===== src/rtl/pipe_stage_pkg.sv =====
// pipe_stage_pkg: shared pipeline widths, no-exception code and entry layout.
package pipe_stage_pkg;
  localparam int DATA_W_DEF = 64;
  localparam int EXC_W_DEF  = 5;
  localparam int EXC_NONE   = 0;
  typedef struct packed {
    logic [DATA_W_DEF-1:0] payload;
    logic [EXC_W_DEF-1:0]  exc;
    logic                  valid;
  } entry_t;
endpackage


===== src/rtl/pipe_stage.sv =====
// pipe_stage: two-entry (main + skid) registered pipeline stage with flush and exception merge.
// Define PIPE_STAGE_PERF_EN to add the saturating stall_cnt output.
module pipe_stage
  import pipe_stage_pkg::*;
#(
  parameter int DATA_W = DATA_W_DEF,
  parameter int EXC_W  = EXC_W_DEF
) (
  input  logic              CLK,
  input  logic              reset_n,
  input  logic              in_valid,
  output logic              in_ready,
  input  logic [DATA_W-1:0] in_data,
  input  logic [EXC_W-1:0]  in_exc,
  input  logic [EXC_W-1:0]  stage_exc,
  input  logic              flush,
  output logic              out_valid,
  input  logic              out_ready,
  output logic [DATA_W-1:0] out_data,
  output logic [EXC_W-1:0]  out_exc
`ifdef PIPE_STAGE_PERF_EN
  ,
  output logic [31:0]       stall_cnt
`endif
);
  typedef struct packed {
    logic [DATA_W-1:0] payload;
    logic [EXC_W-1:0]  exc;
    logic              valid;
  } ent_t;
  ent_t main_q, main_d, skid_q, skid_d, in_ent;
  logic acc, ret;
  assign acc       = in_valid & ~skid_q.valid;
  assign ret       = main_q.valid & out_ready;
  assign in_ready  = ~skid_q.valid;
  assign out_valid = main_q.valid;
  assign out_data  = main_q.valid ? main_q.payload : '0;
  assign out_exc   = main_q.valid ? main_q.exc : '0;
  // the older (upstream) exception takes precedence over this stage's own
  assign in_ent = '{payload: in_data,
                    exc:     (in_exc != EXC_W'(EXC_NONE)) ? in_exc : stage_exc,
                    valid:   1'b1};
  always_comb begin
    main_d = main_q;
    skid_d = skid_q;
    if (flush) begin
      main_d = '0;
      skid_d = '0;
    end else if (!main_q.valid || ret) begin
      main_d = skid_q.valid ? skid_q : acc ? in_ent : '0;
      skid_d = '0;
    end else if (acc) begin
      skid_d = in_ent;
    end
  end
  always_ff @(posedge CLK or negedge reset_n) begin
    if (!reset_n) begin
      main_q <= '0;
      skid_q <= '0;
    end else begin
      main_q <= main_d;
      skid_q <= skid_d;
    end
  end
`ifdef PIPE_STAGE_PERF_EN
  logic [31:0] stall_q, stall_d;
  assign stall_d   = flush ? '0 : (main_q.valid & ~out_ready & ~&stall_q) ? stall_q + 32'd1 : stall_q;
  assign stall_cnt = stall_q;
  always_ff @(posedge CLK or negedge reset_n) begin
    if (!reset_n) stall_q <= '0;
    else stall_q <= stall_d;
  end
`endif
endmodule


===== config.mk =====
export PLATFORM = sky130hd
export DESIGN_NAME = pipe_stage
export DESIGN_NICKNAME = d
export VERILOG_FILES = /design/src/rtl/pipe_stage_pkg.sv /design/src/rtl/pipe_stage.sv
export SDC_FILE = /design/constraint.sdc
export NUM_CORES = 1
export LEC_CHECK = 0
export CELL_PAD_IN_SITES_DETAIL_PLACEMENT = 2
export CELL_PAD_IN_SITES_GLOBAL_PLACEMENT = 2
export CORE_ASPECT_RATIO = 0.75
export CORE_UTILIZATION = 30
export CTS_CLUSTER_SIZE = 14
export DETAILED_ROUTE_END_ITERATION = 10
export PLACE_DENSITY_LB_ADDON = 0.1
export SLEW_MARGIN = 20
export SYNTH_ARGS = -nofsm -noshare
export SYNTH_HDL_FRONTEND = slang
export SYNTH_SLANG_ARGS = --single-unit

===== constraint.sdc =====
create_clock -name CLK -period 1.69 [get_ports CLK]
set_input_delay 0.507 -clock CLK [delete_from_list [all_inputs] [get_ports CLK]]
set_output_delay 0.507 -clock CLK [all_outputs]
set_load 0.01 [all_outputs]

# Yosys cells after proc, flatten, opt, wreduce, memory -nomap -nowiden
# Index checks and enable logic that the tools add are counted.
[op_classes]
n_mux = 10
n_bitwise = 3
n_reduce_logical = 5
[op_table]
columns = ["op", "n"]
rows = [
  ["$mux W70", 7],
  ["$mux W64", 1],
  ["$mux W5", 2],
  ["$reduce_bool A5 Y1", 1],
  ["$reduce_bool A3 Y1", 1],
  ["$and A1 B1 Y1", 2],
  ["$reduce_bool A2 Y1", 1],
  ["$logic_not A1 Y1", 1],
  ["$logic_or A1 B1 Y1", 1],
  ["$not A1 Y1", 1],
]
[word_totals]
regBits = 140
input_bits = 79

# Depth between registers and ports, before layout
[depth]
word_depth = 6
mapped_depth = 7
depth_no_buf = 3

# Least setup slack after synthesis
# OpenSTA, ideal clock, no wires.
[synth_path]
kind = "flip-flop to output port"
startpoint = "register main_q (netlist bit out_valid)"
endpoint = "output out_data[57]"
t_arrival_ps = 1150
required_ps = 1183
slack_ps = 33
path_stages_with_launch = 5
path_cell_list = "dfrtp_1 > clkbuf_2 > clkbuf_1 > clkbuf_1 > and2_1"
[synth_between]
elab_chain_len = 1
[synth_lines]
columns = ["element", "line", "text"]
rows = [
  ["start: declaration", "pipe_stage.sv:31", "ent_t main_q, main_d, skid_q, skid_d, in_ent;"],
  ["start signal: assignment", "pipe_stage.sv:61", "main_q <= main_d;"],
  ["$mux W64", "pipe_stage.sv:37", "assign out_data = main_q.valid ? main_q.payload : '0;"],
  ["end: declaration", "pipe_stage.sv:19", "output logic [DATA_W-1:0] out_data,"],
]
# No other way between the ends.

# Final worst setup path
[layout_path]
startpoint = "register main_q (netlist bit out_valid)"
endpoint = "output out_data[24]"
# The elaborated chain is that of the path after synthesis.

==> reports/metrics.yaml <==
logic_synthesis:
  post-synth-top-count-cell: "nand2_1"
  ys_seq_area_frac: 0.547
  synth_largest_area_cell: "dfrtp_1"
  synth.ff_latch_count: 140
  syn_nets: 791
  synth_common_cells: "nand2_1 (192), dfrtp_1 (140), a21oi_1 (73)"
  synth-main-ff-cell: "dfrtp_1"
  synthArstFlopShare: 1.00
  synth_area_mm2: 0.00640
  synth_top_area_share: 0.547
  yosysUniqueCellTypes: 26
  ys_warn_count: 0
  syn_inst: 712
  avgSynthCellArea_um2: 9.00
  ys_top_cells_by_area: "dfrtp_1 (55%), nand2_1 (11%), a22oi_1 (7.5%)"
  synth_edf_count: 0
sta:
  period_share: 1.21
  tns_ns: -39.91
  relSlewSlack: 0.694
  drv_slew: 0
  fin_skew_ns: 0.0120
  worstMarginPinSlew_ns: 0.459
  post-route-min-period_ns: 2.04
  max_freq_mhz: 490
  rsz0062_at_grt: "true"
  hold_slack_ns: 0.503
  finalSetupViolCount: 209
  hold_viol: 0
  setup_ws_ns: -0.352
floorplanning:
  die_w_um: 171
  core_mm2: 0.0206
  rows: 45
  initial_core_util: 0.312
  die_h_um: 129
  pin_count: 150
  die-area_mm2: 0.0219
worst_setup_path:
  cp-startpoint: "out_valid"
  critPathMaxFanout: 6
  cp.arrival_ns: 1.53
  rr_startpoint: "out_valid"
  required_ns: 1.18
  timing_worst_setup_path_type: "reg -> out"
  end_kind: "output port"
  start_kind: "flip-flop"
global_routing:
  grt.overflow.total: 0
  grt_pass1_vias: 6912
  grt_antenna_before_repair: 0
  grt_usage: 0.229
  grt_pass1_wl_mm: 38.1
  grt_max_degree: 38
place:
  place_inst: 1133
  dpl_cell_area_mm2: 0.00861
  hpwl_mm: 15.5
  gp_congestion: 0.771
  dp_worst_setup_slack_ns: -0.389
  port_buffers: 149
route:
  via_count: 6480
  ant_nets: 0
  firstDrtPassIters: 6
  vias_per_cell: 5.37
  wirelength_mm: 31.5
  drt-initial-drc-count: 317
  drc: 0
  wl_per_cell_um: 26.1
pwr:
  p_total_mw: 9.32
  p_leak_nw: 5.14
  powerDensity_mw_per_mm2: 846
  ir_worst_vdd_uv: 673
clock_network:
  cts-root-buf: "clkbuf_16"
  clk_latency_ns: 0.44
  clockBufferDepth: 2
  clock-sinks: 140
  path_clk_slew_ns: 0.06
  cts_buffers: 17
  htreeDepth: 4
  cts_tree: "yes"
final_layout:
  antenna_cells: 0
  design_area_mm2: 0.0110
  nets: 990
  drive_gt1_frac: 0.438
  layout.cells.non_filler: 1206
  fillers: 2002
  syn_to_final_growth_pct: 72.1
  postLayoutCoreUtil: 0.536
status:
  run_status: "complete, but fails checks"
  failed_checks: "setup timing"
job:
  max_cap_violations: 0
min_path:
  worstHoldStart: "main_q[7]"
  hp-class: "reg -> reg"
==> layer usage <==
layer | GRT usage | vias up | wire (µm)
li1 | - | 2840 | -
met1 | 0.285 | 3445 | 13200
met2 | 0.411 | 161 | 16700
met3 | 0.0381 | 34 | 1020
met4 | 0.0625 | 0 | 558
met5 | 0 | - | 0
==> final cells by class <==
cell class	instances	area [µm²]	area share
multi-input combinational	506	3460	0.314
sequential	140	3510	0.318
timing repair buffer	241	3030	0.275
inverter	5	18.8	0.00170
tap	282	353	0.0320
clock buffer	19	443	0.0402
clock inverter	13	214	0.0194
==> cells in the final DEF (no fill, tap or decap), drive strengths merged, types with 5 or more instances in the layout <==
cell	instances
a21oi	73
a22oi	64
a311oi	5
and2	72
buf	151
bufinv	5
clkbuf	31
clkdlybuf4s50	77
dfrtp	140
inv	7
nand2	192
nor2	7
o21ai	69
==> power by group <==
part | leakage, nW | total [mW] | internal [mW] | switching (mW)
logic | 2.91 | 1.46 | 0.702 | 0.756
clock network | 0.314 | 4.31 | 2.67 | 1.64
registers | 1.91 | 3.55 | 3.45 | 0.0981
==> critical path, cell delays in order (launching register included) <==
cell	delay, ns
dfrtp_2	0.44
buf_6	0.15
buf_12	0.13
buf_16	0.13
and2_4	0.13
buf_6	0.11
==> worst paths after layout <==
| path | end | slack (ns) | depth (start not counted) |
|---|---|---|---|
| setup / recovery | out_data[24] | -0.35 | 5 |
| hold / removal | main_q[7] | 0.50 | 2 |
| setup reg to reg | main_q[9] | -0.31 | 10 |
| hold reg to reg | main_q[7] | 0.50 | 2 |
| max in group asynchronous | skid_q[0] | 0.57 | 3 |
| min in group asynchronous | skid_q[60] | 0.55 | 2 |
==> sequential cells by signal, summed over array words and instances, names as in the netlist <==
signal,cells
main_q,69
out_valid,1
skid_q,70
==> what timing repair did <==
action                     in CTS  in global routing
hold endpoints to repair       28                  0
hold buffers                    1                  0
pin swaps                       1                 26
gates resized for setup       412                285
setup endpoints to repair      71                210
buffers inserted                4                 13
cloned                          5                 18
==> cell families (layout without fill, tap and decap cells) <==
group,after synthesis,after routing,synth area share
simple gates,288,288,0.204
compound gates,218,218,0.200
flops,140,140,0.547
buf+inv,66,278,0.0490
Power figures use the tool's default switching activity.
